**config.mk**
```make
export PLATFORM = sky130hd
export DESIGN_NAME = control_unit_mc
export DESIGN_NICKNAME = d
export VERILOG_FILES = /design/src/rtl/cu_pkg.sv /design/src/rtl/cu_mem_timer.sv /design/src/rtl/control_unit_mc.sv
export SDC_FILE = /design/constraint.sdc
export NUM_CORES = 1
export LEC_CHECK = 0
export CORE_MARGIN = 1.5
export CORE_UTILIZATION = 48
export DETAILED_ROUTE_END_ITERATION = 10
export PLACE_DENSITY = 0.85
export SYNTH_ARGS = -nofsm -noshare
export SYNTH_HDL_FRONTEND = slang
export SYNTH_SLANG_ARGS = --single-unit
```
**constraint.sdc**
```tcl
create_clock -name clk -period 3.8 [get_ports clk]
set_clock_uncertainty 0.2 [all_clocks]
set_input_delay 0.38 -clock clk [delete_from_list [all_inputs] [get_ports clk]]
set_output_delay 0.38 -clock clk [all_outputs]
set_load 0.01 [all_outputs]
```
**src/rtl/cu_pkg.sv**
```systemverilog
// rtl/cu_pkg.sv - shared opcodes, FSM states and field-offset helpers for control_unit_mc
package cu_pkg;

  // Default geometry of the instruction word
  localparam int IW_DEF     = 16;
  localparam int OP_W_DEF   = 3;
  localparam int ADDR_W_DEF = 3;
  localparam int DATA_W_DEF = 9;
  localparam int TIMEOUT_DEF = 15;

  // Opcode encodings
  localparam logic [2:0] OP_NOP  = 3'd0;
  localparam logic [2:0] OP_LDI  = 3'd1;
  localparam logic [2:0] OP_LD   = 3'd2;
  localparam logic [2:0] OP_ST   = 3'd3;
  localparam logic [2:0] OP_ADD  = 3'd4;
  localparam logic [2:0] OP_SUB  = 3'd5;
  localparam logic [2:0] OP_MOVB = 3'd6;
  localparam logic [2:0] OP_HALT = 3'd7;

  typedef enum logic [2:0] {
    S_IDLE,
    S_DECODE,
    S_MEM_RD,
    S_MEM_WR,
    S_EXEC,
    S_DONE,
    S_HALT
  } state_t;

  // Field offsets: opcode at the top, address below it, immediate at the bottom
  function automatic int op_msb(input int iw);
    return iw - 1;
  endfunction

  function automatic int addr_msb(input int iw, input int op_w);
    return iw - 1 - op_w;
  endfunction

  // Width of the reserved gap between the address and immediate fields
  function automatic int rsv_width(input int iw, input int op_w, input int addr_w, input int data_w);
    return iw - op_w - addr_w - data_w;
  endfunction

endpackage

```
**src/rtl/cu_mem_timer.sv**
```systemverilog
// rtl/cu_mem_timer.sv - wait-cycle counter with timeout compare for memory transactions
module cu_mem_timer #(
  parameter int TIMEOUT = 15
) (
  input  logic clk,
  input  logic rst_n,
  input  logic start,
  input  logic active,
  input  logic ack,
  output logic expired
);

  // Counter only needs to reach TIMEOUT-1 (cycles already waited before the current one)
  localparam int CW = (TIMEOUT < 2) ? 1 : $clog2(TIMEOUT);
  localparam logic [CW-1:0] LIMIT = (TIMEOUT == 0) ? '0 : CW'(TIMEOUT - 1);

  logic [CW-1:0] cnt_q, cnt_d;

  // Final waiting cycle without ack ends the transaction; an ack in that cycle wins
  assign expired = (TIMEOUT != 0) && active && !ack && (cnt_q == LIMIT);

  // Next count: clear on entry, advance on each unacknowledged waiting cycle
  always_comb begin
    cnt_d = cnt_q;
    if (start) begin
      cnt_d = '0;
    end else if (active && !ack && !expired) begin
      cnt_d = cnt_q + 1'b1;
    end
  end

  // Count register
  always_ff @(posedge clk or negedge rst_n) begin
    if (!rst_n) begin
      cnt_q <= '0;
    end else begin
      cnt_q <= cnt_d;
    end
  end

endmodule

```
**src/rtl/control_unit_mc.sv**
```systemverilog
// rtl/control_unit_mc.sv - multi-cycle control unit: decode, memory sequencing, operand and flag registers
module control_unit_mc
  import cu_pkg::*;
#(
  parameter int IW      = IW_DEF,
  parameter int OP_W    = OP_W_DEF,
  parameter int ADDR_W  = ADDR_W_DEF,
  parameter int DATA_W  = DATA_W_DEF,
  parameter int TIMEOUT = TIMEOUT_DEF
) (
  input  logic              clk,
  input  logic              rst_n,
  input  logic [IW-1:0]     ir_data,
  input  logic              ir_valid,
  output logic              ir_ready,
  input  logic [DATA_W-1:0] data_out,
  input  logic              mem_ack,
  input  logic [DATA_W-1:0] alu_out,
  input  logic              cy,
  input  logic              zero,
  output logic [DATA_W-1:0] A,
  output logic [DATA_W-1:0] B,
  output logic [ADDR_W-1:0] addr,
  output logic [DATA_W-1:0] data_in,
  output logic              rd,
  output logic              wr,
  output logic [OP_W-1:0]   opcode,
  output logic              cy_q,
  output logic              zero_q,
  output logic              done,
  output logic              err,
  output logic              halted
);

  localparam int OP_MSB   = op_msb(IW);
  localparam int ADDR_MSB = addr_msb(IW, OP_W);
  localparam int RSV_W    = rsv_width(IW, OP_W, ADDR_W, DATA_W);

  state_t            state_q;
  logic [OP_W-1:0]   opcode_q;
  logic [ADDR_W-1:0] addr_q;
  logic [DATA_W-1:0] imm_q;
  logic              rsv_q;
  logic [DATA_W-1:0] a_q, b_q;
  logic              cy_flag_q, zero_flag_q, err_q;
  logic              rsv_in, tmr_expired;

  // Reserved gap must be zero; only exists when the word is wider than the fields
  if (RSV_W > 0) begin : g_rsv
    assign rsv_in = |ir_data[DATA_W +: RSV_W];
  end else begin : g_no_rsv
    assign rsv_in = 1'b0;
  end

  cu_mem_timer #(.TIMEOUT(TIMEOUT)) u_timer (
    .clk    (clk),
    .rst_n  (rst_n),
    .start  (state_q == S_DECODE),
    .active (rd | wr),
    .ack    (mem_ack),
    .expired(tmr_expired)
  );

  // Moore outputs decoded purely from the state register
  assign ir_ready = (state_q == S_IDLE);
  assign rd       = (state_q == S_MEM_RD);
  assign wr       = (state_q == S_MEM_WR);
  assign done     = (state_q == S_DONE);
  assign halted   = (state_q == S_HALT);
  assign A        = a_q;
  assign B        = b_q;
  assign data_in  = a_q;
  assign addr     = addr_q;
  assign opcode   = opcode_q;
  assign cy_q     = cy_flag_q;
  assign zero_q   = zero_flag_q;
  assign err      = err_q;

  // Instruction sequencer with its operand, flag and error registers
  always_ff @(posedge clk or negedge rst_n) begin
    if (!rst_n) begin
      state_q     <= S_IDLE;
      opcode_q    <= '0;
      addr_q      <= '0;
      imm_q       <= '0;
      rsv_q       <= 1'b0;
      a_q         <= '0;
      b_q         <= '0;
      cy_flag_q   <= 1'b0;
      zero_flag_q <= 1'b0;
      err_q       <= 1'b0;
    end else begin
      case (state_q)
        S_IDLE: begin
          if (ir_valid) begin
            opcode_q <= ir_data[OP_MSB -: OP_W];
            addr_q   <= ir_data[ADDR_MSB -: ADDR_W];
            imm_q    <= ir_data[DATA_W-1:0];
            rsv_q    <= rsv_in;
            state_q  <= S_DECODE;
          end
        end
        S_DECODE: begin
          if (rsv_q) begin
            err_q   <= 1'b1;
            state_q <= S_DONE;
          end else begin
            case (opcode_q)
              OP_LDI:  begin a_q <= imm_q; state_q <= S_DONE; end
              OP_MOVB: begin b_q <= a_q;   state_q <= S_DONE; end
              OP_LD, OP_ADD, OP_SUB: state_q <= S_MEM_RD;
              OP_ST:   state_q <= S_MEM_WR;
              OP_HALT: state_q <= S_HALT;
              default: state_q <= S_DONE;
            endcase
          end
        end
        S_MEM_RD: begin
          if (mem_ack) begin
            if (opcode_q == OP_LD) begin
              a_q     <= data_out;
              state_q <= S_DONE;
            end else begin
              b_q     <= data_out;
              state_q <= S_EXEC;
            end
          end else if (tmr_expired) begin
            err_q   <= 1'b1;
            state_q <= S_DONE;
          end
        end
        S_MEM_WR: begin
          if (mem_ack) begin
            state_q <= S_DONE;
          end else if (tmr_expired) begin
            err_q   <= 1'b1;
            state_q <= S_DONE;
          end
        end
        S_EXEC: begin
          a_q         <= alu_out;
          cy_flag_q   <= cy;
          zero_flag_q <= zero;
          state_q     <= S_DONE;
        end
        S_DONE:  state_q <= S_IDLE;
        S_HALT:  state_q <= S_HALT;
        default: state_q <= S_IDLE;
      endcase
    end
  end

endmodule

```
==> metrics.md, run 1 <==
| Metric | Value |
|---|---|
| Status | finished clean |
| RR Startpoint | state_q[2]$_DFFE_PN0P_ |
| Seq/Total Area, Yosys | 48.8% |
| Internal | 0.00171 W |
| Overall power | 0.00259 W |
| FILL cells | 353 |
| Inst Count DP | 299 |
| Critical path data arrival time | 2040 ps |
| Critical path startpoint category | register |
| Register bit total from synthesis | 44 |
| Unique masters post-synth | 39 |
| Cell count of the worst reg-to-reg path | 4 |
| Antenna violations before repair | 0 |
| First-pass GRT wire length | 8.69 mm |
| Fin crit share | 68.9% |
| Grt ovf | 0 |
| RSZ-0062 raised after global routing | no |
| Final WL | 5.27 mm |
| LEAKAGE | 1.24 nW |
| H-tree levels | 2 |
| Place WS | 1190 ps |
| # port buffers | 80 |
| Final setup TNS | 0 ps |
| Commonest non-fill, non-tap cells in the layout | clkdlybuf4s50_1, mux2_2, dfrtp_1 |
| Seq pwr share | 34.9% |
| GP Congestion | 0.903 |
| Largest net degree at the start of global routing | 45 |
| VDD IR max | 0.000461 V |
| Hold Violations, Final | 0 |
| DR iter-0 viols | 91 |
| Clk_lat worst skew | 300 ps |
| Synth Net Count | 227 |
| Worst hold slack | 28.6 ps |
| Diodes inserted | 0 |
| Worst Max-Slew Pin Slew | 959 ps |
| Sw Ratio | 33.9% |
| Die height | 71.5 um |
| Via count | 1710 |
| Crit path max fanout | 15 |
| Reg-to-reg endpoint | A[2]$_DFFE_PN0P_ |
| Setup Crit Path Kind | reg2out |
| Core ar. | 4440 um^2 |
| Logic pwr share | 50.6% |
| Final Critical Period | 2620 ps |
| Number of max-cap violations | 0 |
| Reg clk slew, reported paths | 80 ps |
| Row cnt | 24 |
| WL/cell | 17.2 um |
| Hold buffer count at CTS | 0 |
| YS warnings | 0 |
| Vias in the first global route | 1724 |
| Clock power share | 14.5% |
| CTS buffer count | 5 |
| Post-Syn Area | 2250 um^2 |
| Die area | 5120 um^2 |
| Initial Utilization | 50.7% |
| Drc violations | 0 |
| Die Wd | 71.5 um |
| Top Ports | 81 |
| Net Sw Power | 0.000878 W |
| Sink Count | 44 |
| Final WS setup | 1180 ps |
| Post-Synthesis Cells | 185 |
| Gr usage total | 22.4% |
| Drt pass-1 iters | 6 |
| Final setup vio count | 0 |
| P&R area growth vs syn | 38.9% |
| Hold/Removal Path Class | in2async |
| CTS tree | built |
| Postcts setup bufs | 0 |
| Via density | 5.57 |
| Critical Path RT | 3220 ps |
| Crit. End Element | output port |
| Maximum clock insertion buffer count | 2 |
| PostCTS Resize Cnt | 0 |
| Final ANT Viol Nets | 0 |
| Root Buffer Master | clkbuf_8 |
| R2R setup slack | 1220 ps |
| Share of cells above drive strength 1 | 23.9% |
| Final HPWL DP | 3.83 mm |
| Fin cells | 307 |
| Commonest non-fill, non-tap cell in the layout | clkdlybuf4s50_1 |
| Max-slew headroom | 36.1% |
| Syn Area/Cell | 12.2 um^2 |
| Fmax | 382 MHz |
| Final nets | 296 |
| Final slew viol count | 0 |
| Pwr dens | 828 nW/um^2 |
-- state kept, by name, indices dropped and copies added (netlist names) --
signal / cells
opcode: 3
B: 9
u_timer.cnt_q: 4
addr: 3
err: 1
state_q: 3
A: 9
zero_q: 1
imm_q: 9
cy_q: 1
rsv_q: 1
-- power by group through the flow --
stage / registers [W] / clock network (W) / logic [W]
finish: 0.000904 / 0.000377 / 0.00131
global route: 0.000944 / 0.000412 / 0.00141
CTS: 0.000903 / 0.000389 / 0.00133
detailed placement: 0.000910 / 0 / 0.00132
global placement: 0.000899 / 0 / 0.00129
floorplan: 0.000897 / 0 / 0.000800
-- worst max-delay path by stage --
stage / start / end / slack [ps] / cells past startpoint
floorplan: state_q[2]$_DFFE_PN0P_ / B[1]$_DFFE_PN0P_ / 1610 / 5
global placement: state_q[2]$_DFFE_PN0P_ / A[2]$_DFFE_PN0P_ / 1300 / 4
detailed placement: state_q[2]$_DFFE_PN0P_ / A[3]$_DFFE_PN0P_ / 1190 / 4
CTS: state_q[2]$_DFFE_PN0P_ / wr / 1180 / 3
global route: state_q[1]$_DFFE_PN0P_ / A[2]$_DFFE_PN0P_ / 990 / 4
finish: state_q[2]$_DFFE_PN0P_ / wr / 1180 / 3
-- kinds of logic after synthesis --
logic type      synth area share, %
mux                            22.5
flops                          48.8
compound gates                 12.2
simple gates                   8.49
buf+inv                        5.72
xor+xnor                       1.17
fa+ha+maj                      1.11
-- synth_stat cells --
| cell | number | share of area, % |
|---|---|---|
| or3_4 | 1 | 0.50 |
| or3b_4 | 1 | 0.50 |
| nor2b_1 | 2 | 0.55 |
| a211oi_1 | 1 | 0.33 |
| xnor2_1 | 3 | 1.2 |
| o2bb2a_1 | 1 | 0.44 |
| buf_6 | 1 | 0.50 |
| nor4b_1 | 1 | 0.39 |
| mux2_2 | 45 | 22 |
| a2111oi_0 | 1 | 0.39 |
| o21bai_1 | 1 | 0.33 |
| o21a_1 | 1 | 0.33 |
| a21oi_1 | 4 | 0.89 |
| a21oi_4 | 1 | 0.72 |
| and2_1 | 2 | 0.55 |
| or2_0 | 1 | 0.28 |
| a211oi_2 | 1 | 0.55 |
| dfrtp_1 | 44 | 49 |
| a22oi_1 | 1 | 0.33 |
| buf_2 | 4 | 0.89 |
| o211ai_1 | 2 | 0.67 |
| a2bb2oi_1 | 8 | 3.1 |
| buf_4 | 9 | 3.0 |
| nor3b_1 | 1 | 0.33 |
| nand2b_1 | 3 | 0.83 |
| nor3_1 | 5 | 1.1 |
| o22ai_1 | 9 | 2.5 |
| a31o_2 | 1 | 0.39 |
| inv_1 | 3 | 0.50 |
| nor2_1 | 8 | 1.3 |
| o31ai_1 | 3 | 1.0 |
| nand2_1 | 2 | 0.33 |
| o21ai_0 | 1 | 0.22 |
| ha_1 | 2 | 1.1 |
| or3_1 | 2 | 0.55 |
| and3_1 | 1 | 0.28 |
| nand3_1 | 2 | 0.44 |
| clkbuf_1 | 5 | 0.83 |
| nand4bb_1 | 1 | 0.50 |
-- layer usage --
layer,track usage (%),vias up,share of wire (%)
li1,-,808,-
met1,28.8,838,43
met2,36.1,56,50
met3,7.17,8,5.2
met4,7.55,0,1.6
met5,0,-,0
-- per-stage QoR --
stage | utilization [%] | area [um^2]
global route | 70.5 | 3130
CTS | 70.5 | 3130
floorplan | - | 2250
detailed placement | 67.7 | 3010
global placement | 67.7 | 3010
finish | 70.5 | 3130
-- worst max-delay path, cell delays in order, from the launching register on --
cell             delay, ps
dfrtp_1                520
nand2b_1               450
nor2_1                 190
clkdlybuf4s50_1        580
-- final cells by class --
cell class / instances / area [um^2] / area share, %
clock buffer: 6 / 82.6 / 2.64
clock inverter: 2 / 38.8 / 1.24
inverter: 3 / 11.3 / 0.360
multi-input combinational: 119 / 1030 / 32.9
sequential: 44 / 1100 / 35.2
tap: 52 / 65.1 / 2.08
timing repair buffer: 81 / 803 / 25.6
(Power assumes the default switching activity.)
==> inputs of run 2 (changes only) <==
--- a/config.mk
+++ b/config.mk
@@ -6,9 +6,9 @@
 export NUM_CORES = 1
 export LEC_CHECK = 0
 export CORE_MARGIN = 1.5
-export CORE_UTILIZATION = 48
+export CORE_UTILIZATION = 40
 export DETAILED_ROUTE_END_ITERATION = 10
-export PLACE_DENSITY = 0.85
+export PLACE_DENSITY = 0.76
 export SYNTH_ARGS = -nofsm -noshare
 export SYNTH_HDL_FRONTEND = slang
 export SYNTH_SLANG_ARGS = --single-unit
==> constraint.sdc (replaced) <==
create_clock -name clk -period 2.38 [get_ports clk]
set_clock_uncertainty 0.2 [all_clocks]
set_input_delay 0.238 -clock clk [delete_from_list [all_inputs] [get_ports clk]]
set_output_delay 0.238 -clock clk [all_outputs]
set_load 0.01 [all_outputs]
==> run 2 against run 1 <==
Against the previous run: final cell count rose by 10%; via count rose by 2.8%; sequential cell count did not move; total power rose by 63%; setup slack got worse by 1100 ps; combinational power rose by 76%; final area rose by 3.6%.
==> metrics.md, run 2 (synthesis results as in run 1) <==
| Metric | Value |
|---|---|
| Status | finished clean |
| Gr usage total | 19.4% (-3.0 points) |
| R2R setup slack | 170 ps (-1050 ps) |
| Via density | 5.19 (-6.9%) |
| Top Ports | 81 (unchanged) |
| FILL cells | 502 (+42%) |
| Final Critical Period | 2280 ps |
| LEAKAGE | 1.30 nW (+4.5%) |
| Final ANT Viol Nets | 0 (unchanged) |
| Reg clk slew, reported paths | 80 ps (about the same) |
| Fin crit share | 95.6% |
| WL/cell | 16.2 um (-5.6%) |
| Commonest non-fill, non-tap cell in the layout | clkdlybuf4s50_1 |
| Final setup TNS | 0 ps (unchanged) |
| Sink Count | 44 (unchanged) |
| Slowest-stage cell, CP | clkdlybuf4s50_1 |
| Via count | 1758 (+2.8%) |
| Crit-path max cell delay | 550 ps (-30 ps) |
| Die Wd | 78.1 um (+9.1%) |
| Critical path startpoint category | register |
| Commonest non-fill, non-tap cells in the layout | clkdlybuf4s50_1, mux2_2, dfrtp_1 |
| DR iter-0 viols | 116 (+27%) |
| Clk_lat worst skew | 290 ps (about the same) |
| Setup Crit Path Kind | reg2out |
| VDD IR max | 0.000651 V (+41%) |
| RSZ-0062 raised after global routing | no |
| Grt ovf | 0 (unchanged) |
| CTS tree | built |
| Final setup vio count | 0 (unchanged) |
| Die height | 78.1 um (+9.1%) |
| Drt pass-1 iters | 4 (-2) |
| Fmax | 439 MHz |
| Crit path max fanout | 10 (-5) |
| Largest net degree at the start of global routing | 45 (unchanged) |
| Critical path data arrival time | 1840 ps (-200 ps) |
| Diodes inserted | 0 (unchanged) |
| Share of cells above drive strength 1 | 27.0% (+3.0 points) |
| # port buffers | 80 (unchanged) |
| Antenna violations before repair | 0 (unchanged) |
| First-pass GRT wire length | 9.02 mm (+3.7%) |
| Max-slew headroom | 63.0% (+27 points) |
| Critical Path RT | 1940 ps (-1280 ps) |
| Postcts setup bufs | 0 (unchanged) |
| Initial Utilization | 41.2% (-9.5 points) |
| Pwr dens | 1300 nW/um^2 (+57%) |
| H-tree levels | 2 (unchanged) |
| Final HPWL DP | 4.05 mm (+5.6%) |
| Crit. End Element | output port |
| Final WS setup | 104 ps (-1080 ps) |
| P&R area growth vs syn | 44.0% |
| Die area | 6100 um^2 (+19%) |
| Final slew viol count | 0 (unchanged) |
| Hold/Removal Path Class | reg2reg |
| Maximum clock insertion buffer count | 2 (unchanged) |
| Final WL | 5.49 mm (+4.2%) |
| Place WS | 171 ps (-1010 ps) |
| Vias in the first global route | 1790 (+3.8%) |
| Number of max-cap violations | 0 (unchanged) |
| Root Buffer Master | clkbuf_8 |
| Drc violations | 0 (unchanged) |
| Crit path cell chain | buf_4 > nor3b_2 > buf_6 > clkdlybuf4s50_1 |
| Final nets | 310 (+4.7%) |
| Row cnt | 27 (+13%) |
| Core ar. | 5470 um^2 (+23%) |
| Worst Max-Slew Pin Slew | 554 ps (-405 ps) |
| CTS buffer count | 5 (unchanged) |
| Hold Violations, Final | 0 (unchanged) |
| GP Congestion | 0.829 (-8.2%) |
-- run 2: cell count changes in the layout (fill, tap and decap cells not counted) --
cell,change
buf_4,+12
clkinv_4,-1
buf_6,+1
dlygate4sd3_1,+1
clkbuf_8,-1
-- run 2: worst max-delay path, delay by kind of cell (launching register included) --
family                 cells  cell delay [ps]
and+or+nand+nor            1              260
buffers and inverters      3              920
DFF                        1              380
-- run 2: area by class of cell --
cell class | instances | area, um^2 | area share (%)
repair buffers | 95 | 915 | 28.2
inverters | 3 | 11.3 | 0.347
flip-flops and latches | 44 | 1100 | 33.9
clock inverters | 1 | 30.0 | 0.925
well taps | 72 | 90.1 | 2.78
clock buffers | 5 | 68.8 | 2.12
multi-input cells | 119 | 1030 | 31.7
-- run 2: worst paths after layout --
path,startpoint,end,cells past startpoint
max,state_q[0]$_DFFE_PN0P_,rd,4
min,err$_DFFE_PN0P_,err$_DFFE_PN0P_,1
max reg2reg,state_q[1]$_DFFE_PN0P_,B[6]$_DFFE_PN0P_,4
min reg2reg,err$_DFFE_PN0P_,err$_DFFE_PN0P_,1
max in group asynchronous,rst_n,state_q[1]$_DFFE_PN0P_,3
min in group asynchronous,rst_n,B[7]$_DFFE_PN0P_,3
-- run 2: what timing repair did --
item | in CTS | in global routing
setup endpoints to repair | 0 | 1
endpoints found under the hold margin | 44 | 0
hold buffers | 1 | 0
resized for setup | 0 | 1
-- run 2: through the flow --
step	cells	hold WS (ps)	area [um^2]	utilization [%]	power, W
after floorplan	185	-258	2250	-	0.00271
after global placement	332	152	3130	57.2	0.00365
after detailed placement	332	150	3130	57.2	0.00371
after CTS	339	289	3240	59.2	0.00426
after global routing	339	327	3250	59.3	0.00451
final	339	291	3250	59.3	0.00423
-- run 2: power breakdown --
| part | switching [W] | leakage, nW | total, W | internal (W) |
|---|---|---|---|---|
| clock | 0.000237 | 0.0501 | 0.000538 | 0.000301 |
| combinational | 0.000895 | 0.720 | 0.00230 | 0.00140 |
| sequential | 0.000285 | 0.529 | 0.00139 | 0.00110 |
| total | 0.00142 | 1.30 | 0.00423 | 0.00281 |
-- run 2: metal layers --
layer | share of wire [%] | vias to the layer above | track usage, % | wire length (um)
met5 | 0 | - | 0 | 0
met4 | 1.9 | 0 | 6.79 | 102
met1 | 42 | 858 | 25.0 | 2320
met2 | 50 | 60 | 32.5 | 2760
li1 | - | 831 | - | -
met3 | 5.6 | 9 | 3.95 | 306
==> RTL change (flow settings as in run 2) <==
Re-encode `state_t` (7 states) as one-hot, 7 bits wide.
--- a/src/rtl/cu_pkg.sv
+++ b/src/rtl/cu_pkg.sv
@@ -18,14 +18,14 @@
   localparam logic [2:0] OP_MOVB = 3'd6;
   localparam logic [2:0] OP_HALT = 3'd7;
 
-  typedef enum logic [2:0] {
-    S_IDLE,
-    S_DECODE,
-    S_MEM_RD,
-    S_MEM_WR,
-    S_EXEC,
-    S_DONE,
-    S_HALT
+  typedef enum logic [6:0] {
+    S_IDLE   = 7'b0000001,
+    S_DECODE = 7'b0000010,
+    S_MEM_RD = 7'b0000100,
+    S_MEM_WR = 7'b0001000,
+    S_EXEC   = 7'b0010000,
+    S_DONE   = 7'b0100000,
+    S_HALT   = 7'b1000000
   } state_t;
 
   // Field offsets: opcode at the top, address below it, immediate at the bottom
Check against the original RTL: same outputs for any inputs over 4 cycles, from zero or initial values and one cycle with rst_n low; so few cycles prove little.
==> RTL change against run 2 <==
- total power grew 0.18%
- setup slack worse by 0.038 ns
- final cell count grew 21%
- combinational power is 7% lower
- routed wire length grew 30%
- sequential share of layout area is 2.2 points lower
- area after synthesis up 16%
- final area increased by 17%
- sequential cell count up 4
- largest cell class is now multi-input combinational cells
==> RTL change: results <==
[final_layout]
fin_nets = 374
seq_share_pct = 31.69
clk_share_pct = 3.192
multi_input_area_share_pct = 33.66
nClkBuffers = 6
buffers = 111
stdcell_area_sq_mm = 0.003802
n_sequential_cell = 48
num-multi-input-gates = 150
nFillCells = 540
buf_share_pct = 27.34
drive_above_1_share_pct = 30.03

[run_status]
status = finished clean

[global_routing]
grt_pass1_wl_um = 11840
grt_max_degree = 27
grt_usage_pct = 21.00

[power]
p_sw_share_pct = 34.31
ir_worst_vdd_mv = 0.5507
p_total_mw = 4.234
p_comb_mw = 2.15
p_leak_nw = 1.670

[setup_path]
crit_start = state_q[3]$_DFFE_PN0P_
crit_end = done

[clocking]
clkTransAtPathRegs_ns = 0.10
cts-resized-gates = 6
clk_latency_ns = 0.31

[min_path]
hp-class = in2async

[placement]
placed_area_sq_mm = 0.003618
dpl.hpwl_um = 5266
routabilityCongestion = 0.8642
dp_cells = 399

[yosys]
ys_top_cells_by_count = 47 x dfrtp_1, 44 x mux2_2, 15 x inv_1
syn_nets = 276
synth_cell_types = 48
synth.avg_cell_area_sq_um = 11.16
ys_seq_area_share_pct = 46.02

[detailed_routing]
drt_iter0_markers = 157
viasPerCell = 5.510
via_count = 2259

[sta]
worst_slew_pin_slew_ns = 0.5536
==> RTL change: logic make-up after synthesis <==
kind of cell / count (synthesis) / synth area share, %
buffers and inverters: 36 / 6.704
flip-flops: 48 / 46.03
AND/OR/NAND/NOR: 62 / 14.99
adder cells (fa/ha/maj): 2 / 0.9577
XOR/XNOR: 4 / 1.341
AO/OA/AOI/OAI: 38 / 11.02
multiplexers: 44 / 18.97
==> RTL change: metrics by stage <==
stage                     setup slack [ns]  hold WS [ns]
after detailed placement          -0.03698       0.05640
after CTS                          0.01245        0.2588
after global placement           -0.009121       0.05092
after floorplan                    0.08787       -0.2576
final                              0.06560        0.2367
after global routing              -0.04818        0.2990
==> RTL change: worst register-to-register path: stages, from the launching register on <==
cell     delay, ns
dfrtp_2       0.48
or3_1         0.43
or4_1         0.43
nand4_2       0.28
mux2_2        0.38
==> RTL change: layer usage <==
metal,track usage (%),up-vias,wire (um)
li1,-,1049,-
met1,28.92,1105,3103
met2,34.31,89,3454
met3,2.473,16,391
met4,7.452,0,216
met5,0,-,0
